[config.mk]
export PLATFORM = sky130hd
export DESIGN_NAME = intr_ctrl
export DESIGN_NICKNAME = d
export VERILOG_FILES = /design/src/rtl/intr_ctrl_pkg.sv /design/src/rtl/intr_ctrl_prio_enc.sv /design/src/rtl/intr_ctrl.sv
export SDC_FILE = /design/constraint.sdc
export NUM_CORES = 1
export LEC_CHECK = 0
export ABC_AREA = 1
export CAP_MARGIN = 10
export CELL_PAD_IN_SITES_DETAIL_PLACEMENT = 0
export CELL_PAD_IN_SITES_GLOBAL_PLACEMENT = 1
export CORE_AREA = 3 3 89 91
export DETAILED_ROUTE_END_ITERATION = 7
export DIE_AREA = 0 0 92 94
export GPL_ROUTABILITY_DRIVEN = 0
export PLACE_DENSITY_LB_ADDON = 0.15
export REMOVE_ABC_BUFFERS = 1
export SLEW_MARGIN = 40
export SYNTH_ARGS = -nofsm -noshare
export SYNTH_HDL_FRONTEND = slang
export SYNTH_SLANG_ARGS = --single-unit
[constraint.sdc]
create_clock -name Clk -period 0.9 [get_ports Clk]
set_clock_uncertainty 0.05 [all_clocks]
set_input_delay 0.09 -clock Clk [delete_from_list [all_inputs] [get_ports Clk]]
set_output_delay 0.09 -clock Clk [all_outputs]
set_load 0.02 [all_outputs]
[src/rtl/intr_ctrl_pkg.sv]
// ----------------------------------------------------------------------------
// intr_ctrl_pkg : shared encodings for the interrupt controller
// Revision      : 1.0
// ----------------------------------------------------------------------------
`default_nettype none

package intr_ctrl_pkg;

    typedef enum logic [1:0] {
        IDLE = 2'd0,
        REQ  = 2'd1,
        SVC  = 2'd2
    } state_t;

    localparam logic [1:0] c_REG_MASK    = 2'd0;
    localparam logic [1:0] c_REG_PENDING = 2'd1;
    localparam logic [1:0] c_REG_STATUS  = 2'd2;

    localparam logic [1:0] c_SRC_FACCEL  = 2'd3;
    localparam logic [1:0] c_SRC_FPM     = 2'd2;

endpackage

`default_nettype wire

[src/rtl/intr_ctrl_prio_enc.sv]
// ----------------------------------------------------------------------------
// prio_enc : index of the highest set bit plus a valid flag
// Revision : 1.0
// ----------------------------------------------------------------------------
`default_nettype none

module prio_enc #(
    parameter int N     = 4,
    parameter int IDX_W = 2
) (
    input  logic [N-1:0]     vec_i,
    output logic [IDX_W-1:0] idx_o,
    output logic             valid_o
);

    // Ascending scan so the last hit, the highest index, wins.
    always_comb begin
        idx_o   = '0;
        valid_o = 1'b0;
        for (int i = 0; i < N; i++) begin
            if (vec_i[i]) begin
                idx_o   = IDX_W'(i);
                valid_o = 1'b1;
            end
        end
    end

endmodule

`default_nettype wire

[src/rtl/intr_ctrl.sv]
// ----------------------------------------------------------------------------
// intr_ctrl : sync/edge-detect of SoC done flags, masked priority, irq/ack/eret
// Revision  : 1.0
// ----------------------------------------------------------------------------
`default_nettype none

module intr_ctrl
    import intr_ctrl_pkg::*;
#(
    parameter int          N_SRC     = 4,
    parameter logic [31:0] VEC_BASE  = 32'h0000_0100,
    parameter int          VEC_SHIFT = 4
) (
    input  logic             Clk,
    input  logic             Rst,
    input  logic [N_SRC-1:0] ex_int,
    input  logic             we,
    input  logic [1:0]       A,
    input  logic [31:0]      wd,
    output logic [31:0]      rd,
    output logic             irq,
    output logic [1:0]       irq_id,
    output logic [31:0]      isr_addr,
    input  logic             irq_ack,
    input  logic             eret
);

    logic [N_SRC-1:0] sync1_q, sync2_q, sync3_q;
    logic [N_SRC-1:0] pending_q, pending_d;
    logic [N_SRC-1:0] mask_q;
    logic [N_SRC-1:0] w_edge, w_w1c, w_ack_clr, w_eligible;
    logic [1:0]       w_win_id;
    logic             w_win_vld;
    logic             w_unused_wd;
    state_t           state_q;
    logic             irq_q;
    logic [1:0]       irq_id_q;

    assign w_unused_wd = ^wd[31:N_SRC];

    assign w_edge     = sync2_q & ~sync3_q;
    assign w_w1c      = (we && A == c_REG_PENDING) ? wd[N_SRC-1:0] : '0;
    assign w_ack_clr  = (state_q == REQ && irq_ack)
                        ? ({{(N_SRC-1){1'b0}}, 1'b1} << irq_id_q) : '0;
    assign w_eligible = pending_q & mask_q;

    // Edge is OR-ed last so a fresh edge beats a same-cycle W1C or ack clear.
    always_comb begin
        pending_d = (pending_q & ~w_w1c & ~w_ack_clr) | w_edge;
    end

    always_ff @(posedge Clk or posedge Rst) begin
        if (Rst) begin
            sync1_q   <= '0;
            sync2_q   <= '0;
            sync3_q   <= '0;
            pending_q <= '0;
            mask_q    <= '0;
        end else begin
            sync1_q   <= ex_int;
            sync2_q   <= sync1_q;
            sync3_q   <= sync2_q;
            pending_q <= pending_d;
            if (we && A == c_REG_MASK) begin
                mask_q <= wd[N_SRC-1:0];
            end
        end
    end

    prio_enc #(
        .N     (N_SRC),
        .IDX_W (2)
    ) u_prio_enc (
        .vec_i   (w_eligible),
        .idx_o   (w_win_id),
        .valid_o (w_win_vld)
    );

    always_ff @(posedge Clk or posedge Rst) begin
        if (Rst) begin
            state_q  <= IDLE;
            irq_q    <= 1'b0;
            irq_id_q <= 2'd0;
        end else begin
            case (state_q)
                IDLE: begin
                    if (w_win_vld) begin
                        state_q  <= REQ;
                        irq_q    <= 1'b1;
                        irq_id_q <= w_win_id;
                    end
                end
                REQ: begin
                    if (irq_ack) begin
                        state_q <= SVC;
                        irq_q   <= 1'b0;
                    end
                end
                SVC: begin
                    if (eret) begin
                        state_q <= IDLE;
                    end
                end
                default: begin
                    state_q <= IDLE;
                    irq_q   <= 1'b0;
                end
            endcase
        end
    end

    assign irq      = irq_q;
    assign irq_id   = irq_id_q;
    assign isr_addr = VEC_BASE + ({30'd0, irq_id_q} << VEC_SHIFT);

    always_comb begin
        rd = '0;
        case (A)
            c_REG_MASK:    rd[N_SRC-1:0] = mask_q;
            c_REG_PENDING: rd[N_SRC-1:0] = pending_q;
            c_REG_STATUS:  rd[4:0]       = {irq_q, state_q, irq_id_q};
            default:       rd            = '0;
        endcase
    end

endmodule

`default_nettype wire

==> results.json <==
{
  "ys_seq_area_share_pct": 41.8,
  "post_synth.cell_area_avg_um2": 8.26,
  "clock_latency_ps": 280,
  "cts-htree-levels": 1,
  "drcViolationCount": 0,
  "reg2reg_from": "state_q[1]",
  "drive_above_1_share_pct": 33.3,
  "fin_cells": 333,
  "synth_area_um2": 1500,
  "io_buffers": 24,
  "fmax_mhz": 791,
  "power-per-cell-area_nw_per_um2": 2450,
  "cts_sinks": 25,
  "rrSetupSlack_ps": -280,
  "r2r-end": "irq_id[0]",
  "hold_class": "in -> async",
  "required_ps": 760,
  "seqCellArea_um2": 626,
  "clockBufferDepth": 2,
  "hold_viol": 0,
  "vias": 1092,
  "worstSetupEndpointType": "output pin",
  "drt_iter0_drc": 31,
  "grt_overflow_total": 0,
  "period_share_pct": 140,
  "min_period_ps": 1260,
  "fp-row-count": 31,
  "avgViaCountPerCell": 3.28,
  "antenna_found_initial": 0,
  "final_common_cell": "conb_1",
  "clkPwrFrac_pct": 14.0,
  "syn2layout_area_growth_pct": 40.5,
  "p_int_w": 0.00307,
  "swShare_pct": 40.3,
  "rsz0062_at_grt": "true",
  "wl_per_cell_um": 9.62,
  "synth_top_area_cell": "dfrtp_1",
  "n_antenna_cell": 0,
  "clockRootBuffer": "clkbuf_8",
  "track_usage_pct": 7.87,
  "totalWireLength_um": 3200,
  "peakVddDrop_v": 0.000621,
  "postRouteAntennaNets": 0,
  "p_seq_share_pct": 29.2,
  "grt_pass1_vias": 1091,
  "reg2regPathDepth": 7,
  "setup_slack_ps": -364,
  "core_area_um2": 7210,
  "final_nets": 278,
  "die_area_um2": 8650,
  "most-common-layout-cells": "conb_1 (57), nand2_1 (30), dfrtp_1 (25)",
  "dr.pass1.iters": 3,
  "setup_viol": 19,
  "syn_inst": 181,
  "initial_utilization_pct": 20.7,
  "yosys.area.top_type_share_pct": 41.8,
  "worstSetupPathType": "reg -> out",
  "net-switching-power_w": 0.00208,
  "grt_pass1_wl_um": 5210,
  "ys_seq_elements": 25,
  "die_h_um": 94,
  "startpoint_type": "flip-flop",
  "arrival_ps": 1120,
  "combPwrFrac_pct": 56.8,
  "pin_count": 110,
  "violations": "setup timing",
  "die_width_um": 92,
  "maxCapViolCount": 0,
  "yosysWarnings": 0,
  "fillers": 794,
  "postCtsHoldBufs": 0,
  "p_leak_nw": 1.10,
  "crit_path_max_fanout": 2,
  "dp_hpwl_um": 2500,
  "dpl.cell_count": 325,
  "numCtsBuffers": 3,
  "grt_max_degree": 26,
  "slew_violations": 0,
  "status": "complete, but fails checks",
  "cts_tree": "yes",
  "cts.clk_slew.worst_paths_ps": 90,
  "synth.top_cells.by_area": "dfrtp_1 (42%), buf_4 (30%), nand2_1 (11%)",
  "ys_types": 15,
  "finalPower_w": 0.00515,
  "multiInputGateArea_um2": 708
}
layer usage:
layer	GRT usage (%)	up-vias	wire length [um]
li1	-	553	-
met4	2.23	0	33
met3	2.48	4	244
met5	0	-	0
met1	8.74	491	1210
met2	14.4	44	1720
state kept, by name, indices dropped and copies added, names as in the netlist:
| register | flops |
|---|---|
| mask_q | 4 |
| sync2_q | 4 |
| sync1_q | 4 |
| irq_id | 2 |
| irq | 1 |
| sync3_q | 4 |
| state_q | 2 |
| pending_q | 4 |
how the worst max path moves through the flow:
stage	to	from	cells after the start	slack (ps)
finish	rd[1]	irq_id[1]	3	-360
global route	rd[1]	irq_id[1]	3	-490
CTS	rd[1]	irq_id[1]	3	-410
detailed placement	rd[1]	A[0]	7	-1080
global placement	rd[1]	A[1]	6	-1080
floorplan	rd[1]	irq_id[1]	2	-360
cells in the mapped netlist, drive strengths merged:
cell type	count
o31ai	1
o211ai	4
dfrtp	25
nand2	43
o21bai	3
nand3	9
nand4	4
nor2	13
buf	61
o21ai	1
inv	15
conb	2
logic make-up (layout without fill, tap and decap cells):
kind of cell	after synthesis	after routing	synth area share, %
flops	25	25	41.8
buf+inv	76	74	34.1
simple gates	69	69	19.2
other cells	2	57	0.502
compound gates	9	9	4.35
final cells by class:
type | instances | area share [%]
clock buffers | 3 | 1.97
clock inverters | 1 | 0.417
inverters | 15 | 2.68
multi-input cells | 135 | 33.7
flip-flops and latches | 25 | 29.8
well taps | 99 | 5.90
repair buffers | 55 | 25.6
critical path, cell delays in order, from the launching register on:
cell      delay [ps]
dfrtp_1          370
inv_2             50
o211ai_1         240
buf_4            190
what timing repair did:
action | in CTS | in global routing
setup endpoints to repair | 23 | 23
buffers inserted | 3 | 7
resized for setup | 101 | 23
pin swaps | 17 | 16
endpoints found under the hold margin | 0 | 0
through the flow:
| step | instance area, um2 | utilization (%) | setup WS [ps] | hold slack, ps | setup TNS [ps] |
|---|---|---|---|---|---|
| finish | 2100 | 29.1 | -364 | 73.4 | -4050 |
| global route | 2100 | 29.1 | -494 | 70.6 | -5470 |
| CTS | 2030 | 28.1 | -415 | 72.9 | -4640 |
| detailed placement | 1830 | 25.3 | -1080 | 286 | -11400 |
| global placement | 1830 | 25.3 | -1080 | 281 | -11580 |
| floorplan | 1250 | - | -361 | 67.3 | -1500 |
power by group through the flow:
stage	clock (W)	sequential (W)	combinational, W
2_1_floorplan	0	0.00169	0.000807
3_3_place_gp	0	0.00149	0.00213
3_5_place_dp	0	0.00148	0.00212
4_1_cts	0.000781	0.00150	0.00273
5_1_grt	0.000816	0.00153	0.00323
6_report	0.000722	0.00150	0.00292
Note: power is estimated with default switching activity, not from simulation.
